--- config.mk ---
export PLATFORM = sky130hd
export DESIGN_NAME = spi_byte_rx
export DESIGN_NICKNAME = d
export VERILOG_FILES = /design/src/rtl/spi_rx_pkg.sv /design/src/rtl/sync_fifo.sv /design/src/rtl/spi_byte_rx.sv
export SDC_FILE = /design/constraint.sdc
export NUM_CORES = 1
export LEC_CHECK = 0
export CAP_MARGIN = 20
export CELL_PAD_IN_SITES_DETAIL_PLACEMENT = 1
export CELL_PAD_IN_SITES_GLOBAL_PLACEMENT = 2
export CORE_MARGIN = 2
export CORE_UTILIZATION = 48
export DETAILED_ROUTE_END_ITERATION = 16
export GPL_ROUTABILITY_DRIVEN = 1
export PLACE_DENSITY_LB_ADDON = 0.1
export SLEW_MARGIN = 15
export SYNTH_ARGS = -nofsm -noshare
export SYNTH_HDL_FRONTEND = slang
export SYNTH_SLANG_ARGS = --single-unit
export TNS_END_PERCENT = 30
--- constraint.sdc ---
create_clock -name clk -period 3.5 [get_ports clk]
set_clock_uncertainty 0.1 [all_clocks]
set_input_delay 0.35 -clock clk [delete_from_list [all_inputs] [get_ports clk]]
set_output_delay 0.35 -clock clk [all_outputs]
set_load 0.005 [all_outputs]
--- src/rtl/spi_rx_pkg.sv ---
// Shared types for the SPI byte receiver: FSM states and the 9-bit FIFO entry.
package spi_rx_pkg;

  localparam int unsigned BYTE_W = 8;

  typedef enum logic {
    IDLE  = 1'b0,
    SHIFT = 1'b1
  } state_e;

  typedef struct packed {
    logic              dc;
    logic [BYTE_W-1:0] data;
  } rx_entry_t;

endpackage

--- src/rtl/sync_fifo.sv ---
// Single-clock FIFO with extra-MSB pointers; accepts a write while full if a read frees a slot.
module sync_fifo #(
  parameter int unsigned WIDTH = 9,
  parameter int unsigned DEPTH = 8
) (
  input  logic             clk,
  input  logic             rst_n,
  input  logic             wr_en,
  input  logic [WIDTH-1:0] wr_data,
  input  logic             rd_en,
  output logic [WIDTH-1:0] rd_data_c,
  output logic             full_c,
  output logic             empty_c,
  output logic             wr_ok_c
);

  localparam int unsigned AW = $clog2(DEPTH);
  localparam int unsigned PW = AW + 1;

  logic [WIDTH-1:0] mem_q [DEPTH];
  logic [PW-1:0]    wr_ptr_q, wr_ptr_d;
  logic [PW-1:0]    rd_ptr_q, rd_ptr_d;
  logic             do_rd;

  assign empty_c   = (wr_ptr_q == rd_ptr_q);
  assign full_c    = (wr_ptr_q[AW] != rd_ptr_q[AW]) &&
                     (wr_ptr_q[AW-1:0] == rd_ptr_q[AW-1:0]);
  assign do_rd     = rd_en && !empty_c;
  assign wr_ok_c   = wr_en && (!full_c || do_rd);
  assign rd_data_c = mem_q[rd_ptr_q[AW-1:0]];

  always_comb begin
    wr_ptr_d = wr_ptr_q + PW'(wr_ok_c);
    rd_ptr_d = rd_ptr_q + PW'(do_rd);
  end

  always_ff @(posedge clk or negedge rst_n) begin
    if (!rst_n) begin
      wr_ptr_q <= '0;
      rd_ptr_q <= '0;
      for (int i = 0; i < int'(DEPTH); i++) mem_q[i] <= '0;
    end else begin
      wr_ptr_q <= wr_ptr_d;
      rd_ptr_q <= rd_ptr_d;
      if (wr_ok_c) mem_q[wr_ptr_q[AW-1:0]] <= wr_data;
    end
  end

endmodule

--- src/rtl/spi_byte_rx.sv ---
// Oversampling SPI mode-0 receiver: bytes tagged with D/C are queued for a valid/ready consumer.
// Define SPI_RX_STATS_EN to add saturating byte_count / frame_count outputs.
module spi_byte_rx
  import spi_rx_pkg::*;
#(
  parameter int unsigned FIFO_DEPTH  = 8,
  parameter int unsigned SYNC_STAGES = 2
) (
  input  logic              clk,
  input  logic              resetn,
  input  logic              spi_sk,
  input  logic              spi_do,
  input  logic              spi_cs_n,
  input  logic              spi_dc,
  output logic              out_valid,
  input  logic              out_ready,
  output logic [BYTE_W-1:0] out_data,
  output logic              out_dc,
  output logic              frame_active,
  output logic              frame_start,
  output logic              frame_abort,
  output logic              overflow,
  input  logic              clr_overflow
`ifdef SPI_RX_STATS_EN
  ,
  output logic [15:0]       byte_count,
  output logic [15:0]       frame_count
`endif
);

  localparam int unsigned PIN_W   = 4;
  localparam int unsigned CNT_W   = 3;
  localparam logic [PIN_W-1:0] PIN_RST = 4'b0100;

  // Pin vector order: {dc, cs_n, do, sk}
  logic [PIN_W-1:0]   sync_q [SYNC_STAGES];
  logic [PIN_W-1:0]   pin_s;
  logic [1:0]         dly_q;
  logic [SYNC_STAGES:0] init_q;
  logic               init_done, sk_rise, cs_fall, cs_rise;

  state_e             state_q, state_d;
  logic [CNT_W-1:0]   bit_cnt_q, bit_cnt_d;
  logic [BYTE_W-1:0]  shift_q, shift_d;
  logic               push_q, push_d;
  rx_entry_t          entry_q, entry_d;
  logic               frame_start_q, frame_start_d;
  logic               frame_abort_q, frame_abort_d;
  logic               frame_active_q;
  logic               overflow_q, overflow_d;

  rx_entry_t          head;
  logic               full_c, empty_c, wr_ok_c;

  assign pin_s     = sync_q[SYNC_STAGES-1];
  assign sk_rise   = pin_s[0] && !dly_q[0];
  assign cs_fall   = !pin_s[2] && dly_q[1];
  assign cs_rise   = pin_s[2] && !dly_q[1];
  // Edges only count once the delay flop holds a real sample, so a CS held low through reset is ignored.
  assign init_done = init_q[SYNC_STAGES];

  always_ff @(posedge clk or negedge resetn) begin
    if (!resetn) begin
      for (int i = 0; i < int'(SYNC_STAGES); i++) sync_q[i] <= PIN_RST;
      dly_q  <= 2'b10;
      init_q <= '0;
    end else begin
      sync_q[0] <= {spi_dc, spi_cs_n, spi_do, spi_sk};
      for (int i = 1; i < int'(SYNC_STAGES); i++) sync_q[i] <= sync_q[i-1];
      dly_q  <= {pin_s[2], pin_s[0]};
      init_q <= {init_q[SYNC_STAGES-1:0], 1'b1};
    end
  end

  // Frame / bit FSM; CS rising takes priority over a coincident SK edge.
  always_comb begin
    state_d       = state_q;
    bit_cnt_d     = bit_cnt_q;
    shift_d       = shift_q;
    push_d        = 1'b0;
    entry_d       = entry_q;
    frame_start_d = 1'b0;
    frame_abort_d = 1'b0;
    unique case (state_q)
      IDLE: begin
        if (cs_fall && init_done) begin
          state_d       = SHIFT;
          bit_cnt_d     = '0;
          shift_d       = '0;
          frame_start_d = 1'b1;
        end
      end
      SHIFT: begin
        if (cs_rise) begin
          state_d       = IDLE;
          frame_abort_d = (bit_cnt_q != '0);
          bit_cnt_d     = '0;
        end else if (sk_rise) begin
          shift_d   = {shift_q[BYTE_W-2:0], pin_s[1]};
          bit_cnt_d = bit_cnt_q + 3'd1;
          if (bit_cnt_q == 3'd7) begin
            push_d       = 1'b1;
            entry_d.dc   = pin_s[3];
            entry_d.data = shift_d;
          end
        end
      end
      default: state_d = IDLE;
    endcase
  end

  always_comb begin
    overflow_d = overflow_q;
    if (clr_overflow) overflow_d = 1'b0;
    if (push_q && !wr_ok_c) overflow_d = 1'b1;
  end

  always_ff @(posedge clk or negedge resetn) begin
    if (!resetn) begin
      state_q        <= IDLE;
      bit_cnt_q      <= '0;
      shift_q        <= '0;
      push_q         <= 1'b0;
      entry_q        <= '0;
      frame_start_q  <= 1'b0;
      frame_abort_q  <= 1'b0;
      frame_active_q <= 1'b0;
      overflow_q     <= 1'b0;
    end else begin
      state_q        <= state_d;
      bit_cnt_q      <= bit_cnt_d;
      shift_q        <= shift_d;
      push_q         <= push_d;
      entry_q        <= entry_d;
      frame_start_q  <= frame_start_d;
      frame_abort_q  <= frame_abort_d;
      frame_active_q <= !pin_s[2];
      overflow_q     <= overflow_d;
    end
  end

  sync_fifo #(
    .WIDTH ($bits(rx_entry_t)),
    .DEPTH (FIFO_DEPTH)
  ) u_fifo (
    .clk       (clk),
    .rst_n     (resetn),
    .wr_en     (push_q),
    .wr_data   (entry_q),
    .rd_en     (out_ready),
    .rd_data_c (head),
    .full_c    (full_c),
    .empty_c   (empty_c),
    .wr_ok_c   (wr_ok_c)
  );

  assign out_valid    = !empty_c;
  assign out_data     = head.data;
  assign out_dc       = head.dc;
  assign frame_active = frame_active_q;
  assign frame_start  = frame_start_q;
  assign frame_abort  = frame_abort_q;
  assign overflow     = overflow_q;

`ifdef SPI_RX_STATS_EN
  logic [15:0] byte_count_q, frame_count_q;

  always_ff @(posedge clk or negedge resetn) begin
    if (!resetn) begin
      byte_count_q  <= '0;
      frame_count_q <= '0;
    end else begin
      if (wr_ok_c && byte_count_q != 16'hFFFF) byte_count_q <= byte_count_q + 16'd1;
      if (frame_start_q && frame_count_q != 16'hFFFF) frame_count_q <= frame_count_q + 16'd1;
    end
  end

  assign byte_count  = byte_count_q;
  assign frame_count = frame_count_q;
`endif

endmodule

==> results of run 1 <==
-- final timing paths --
kind                                    start                 end  slack [ns]
min in group asynchronous              resetn  u_fifo.rd_ptr_q[3]        0.33
hold reg to reg                     init_q[0]           init_q[1]        0.25
hold / removal                       spi_cs_n           sync_q[6]        0.14
setup reg to reg           u_fifo.rd_ptr_q[0]  u_fifo.rd_ptr_q[2]        1.20
setup / recovery           u_fifo.rd_ptr_q[0]         out_data[4]        0.50
max in group asynchronous              resetn  u_fifo.rd_ptr_q[1]        2.46
-- sequential cells by signal (all words and copies together) (netlist names) --
signal / count
overflow: 1
dly_q: 2
u_fifo.rd_ptr_q: 4
state_q: 1
push_q: 1
bit_cnt_q: 3
frame_start: 1
init_q: 3
frame_active: 1
u_fifo.mem_q: 72
sync_q: 4
entry_q: 9
frame_abort: 1
shift_q: 7
pin_s: 4
u_fifo.wr_ptr_q: 4
-- logic make-up after synthesis --
kind of cell	synth area share, %
simple gates	4.21
xor+xnor	1.36
compound gates	4.53
fa+ha+maj	1.70
other cells	0.0730
mux	28.3
flops	57.5
buf+inv	2.26
-- where the power goes --
| group | leakage (nW) | total (mW) | internal, mW | switching (mW) |
|---|---|---|---|---|
| combinational | 1.04 | 0.479 | 0.190 | 0.289 |
| clock | 0.289 | 1.72 | 1.13 | 0.597 |
| sequential | 1.60 | 1.45 | 1.41 | 0.0314 |
| total | 2.93 | 3.65 | 2.73 | 0.917 |
-- through the flow --
step	total power, mW	utilization (%)	std cells	instance area, sq um	hold slack, ns
after floorplan	1.81	-	337	5140	-0.0456
after CTS	3.70	59.0	521	6120	0.115
after detailed placement	1.96	53.2	490	5520	0.240
after global routing	3.80	59.0	521	6120	0.131
final	3.65	59.0	521	6120	0.136
after global placement	1.94	53.2	490	5520	0.233
-- cell usage after synthesis --
master / count
nand3b_1: 2
nor2_1: 2
buf_1: 1
o21ai_0: 11
o22ai_1: 2
mux4_1: 7
nor2b_1: 3
nand3_1: 7
mux4_2: 11
conb_1: 1
clkbuf_1: 5
mux2_2: 78
a21boi_0: 1
and2_1: 1
nand2b_1: 1
and2b_1: 1
ha_1: 7
inv_1: 15
a21oi_4: 7
dfstp_2: 3
xor2_1: 5
a211oi_1: 1
buf_6: 2
mux2i_1: 7
a21oi_2: 1
xnor2_1: 3
a31oi_2: 1
nand4_1: 5
buf_2: 3
dfrtp_1: 115
mux2_4: 5
nor3_2: 1
nor2_4: 1
a21oi_1: 3
nand2_1: 18
-- routing by layer --
layer	track usage [%]	routed length (um)	vias to the layer above
met5	0	0	-
met4	7.14	118	0
met3	6.36	330	12
met2	34.0	5200	36
met1	27.6	4880	1502
li1	-	-	1285
-- worst reg2reg max path, cell delays in order, from the launching register on --
cell	delay, ns
dfrtp_1	0.37
buf_4	0.25
xor2_1	0.21
nor3_2	0.18
buf_4	0.28
nand2_1	0.11
and2_1	0.17
ha_1	0.19
ha_1	0.19
xor2_1	0.14
-- cell type report --
| cell class | count | area [sq um] |
|---|---|---|
| Inverter | 15 | 56.3 |
| Fill cell | 975 | 4250 |
| Sequential cell | 118 | 2960 |
| Tap cell | 136 | 170 |
| Multi-Input combinational cell | 193 | 2070 |
| Clock inverter | 9 | 126 |
| Clock buffer | 21 | 459 |
| Timing Repair Buffer | 29 | 283 |
==> impl_metrics.py, run 1 <==
metrics = {
    "outcome": {
        "outcome": "completed",
    },
    "grt": {
        "grt_antenna_before_repair": 0,
        "grt_max_degree": 119,
        "gr-usage-all-layers_pct": 21.2,
        "first_global_vias": 3207,
        "total_global_routing_overflow": 0,
        "grt_pass1_wl_um": 17700,
    },
    "sta": {
        "period_needed_ns": 3.00,
        "fin_tns_setup_ns": 0,
        "relSlewSlack_pct": 57.3,
        "rsz0062_at_grt": "false",
        "setup-violations-final": 0,
        "worst-slew-pin-transition_ns": 0.641,
        "final_hold_vio_count": 0,
        "final_max_slew_viol_count": 0,
        "clock.fmax_ghz": 0.333,
        "postLayoutSetupSlackWorst_ns": 0.501,
        "layout_worst_path_cycle_share_pct": 85.7,
    },
    "placed_design": {
        "dpl.hpwl_um": 6160,
        "pre_cts_ws_ns": 1.02,
        "gp_congestion": 0.713,
        "place.port_buffers": 21,
    },
    "run": {
        "cap_violations": 0,
    },
    "drt": {
        "via_count": 2835,
        "first_pass_iters": 4,
        "drtIter0Drc": 192,
        "drc": 0,
        "route.detailed.vias_per_inst": 5.44,
        "wire_per_inst_um": 20.2,
        "ant_nets": 0,
        "detail_route.wirelength_um": 10500,
    },
    "power_and_ir_drop": {
        "power_leakage_nw": 2.93,
        "pwr_density_cell_nw_per_um2": 597,
        "max-vdd-ir-drop_mv": 0.498,
    },
    "clock_network": {
        "htreeDepth": 4,
        "cts_num_sinks": 118,
        "numCtsBuffers": 17,
        "post_cts_setup_buffer_count": 0,
        "clkSlewWorstSetupHoldPaths_ns": 0.05,
        "cts_root_buffer": "clkbuf_8",
        "cts_tree": "built",
        "insertion_delay_of_the_later_clocked_pin_in_the_worst_skew_pair_ns": 0.52,
        "post_cts_resized": 0,
        "cts.hold.buffers_added": 1,
        "cts_buffer_depth": 2,
    },
    "cells_and_area": {
        "antenna_cells": 0,
        "mostFrequentLayoutCell": "dfrtp_1",
        "drive_above_1_share_pct": 37.7,
        "mostFrequentLayoutCells": "dfrtp_1, mux2_2, clkdlybuf4s50_1",
        "layout-area-overhead-vs-synth_pct": 19.0,
        "num-nets-final": 389,
    },
    "critical_path": {
        "timing.critical_path.max_delay_family": "multiplexers",
        "worst-endpoint-arrival_ns": 2.55,
        "path_buf_inv": 2,
        "crit_path_cell_trace": "buf_4, mux4_1, mux2_2, clkdlybuf4s50_1",
        "r2r_cells": 9,
        "type_of_destination_of_the_critical_path": "output port",
        "slowest_stage": "mux4_1",
        "critPathMaxFanout": 20,
        "worstSetupStartpointType": "flip-flop",
        "critical_path_class": "reg2out",
        "cp_slowest_stage_delay_ns": 0.59,
        "timing.critical_path.depth": 4,
        "crit_required_ns": 3.05,
    },
    "floorplanning": {
        "die_w_um": 107,
        "fp.dieArea_sq_um": 11500,
        "top_level_ports": 22,
        "core_region_area_sq_um": 10400,
        "die_y_um": 107,
        "rows": 37,
        "initial_core_util_pct": 49.6,
    },
    "logic_synthesis": {
        "synth_seq_cells": 118,
        "synth_cell_types": 35,
        "post-synth-top-area-cell": "dfrtp_1",
        "syn_area_sq_um": 5140,
        "syn_avg_cell_area_sq_um": 15.2,
        "yosysSeqAreaShare_pct": 57.5,
        "yosys_warnings": 0,
        "synthDominantCellAreaShare_pct": 56.0,
        "syn-num-nets": 352,
        "syn-instance-count": 337,
        "netlist_top_cells_area": "dfrtp_1, mux2_2, mux4_2",
    },
    "min_path": {
        "timing.hold.worst_path_depth": 1,
        "timing.hold.worst.class": "in2reg",
    },
}
Note: power is estimated with default switching activity, not from simulation.
==> run 2, diff against run 1 <==
Settings changed: HOLD_SLACK_MARGIN set to 0.06, TNS_END_PERCENT 30 to unset.
==> results of run 2 <==
No change in the layout: final DEF, timing and power equal those of run 1.
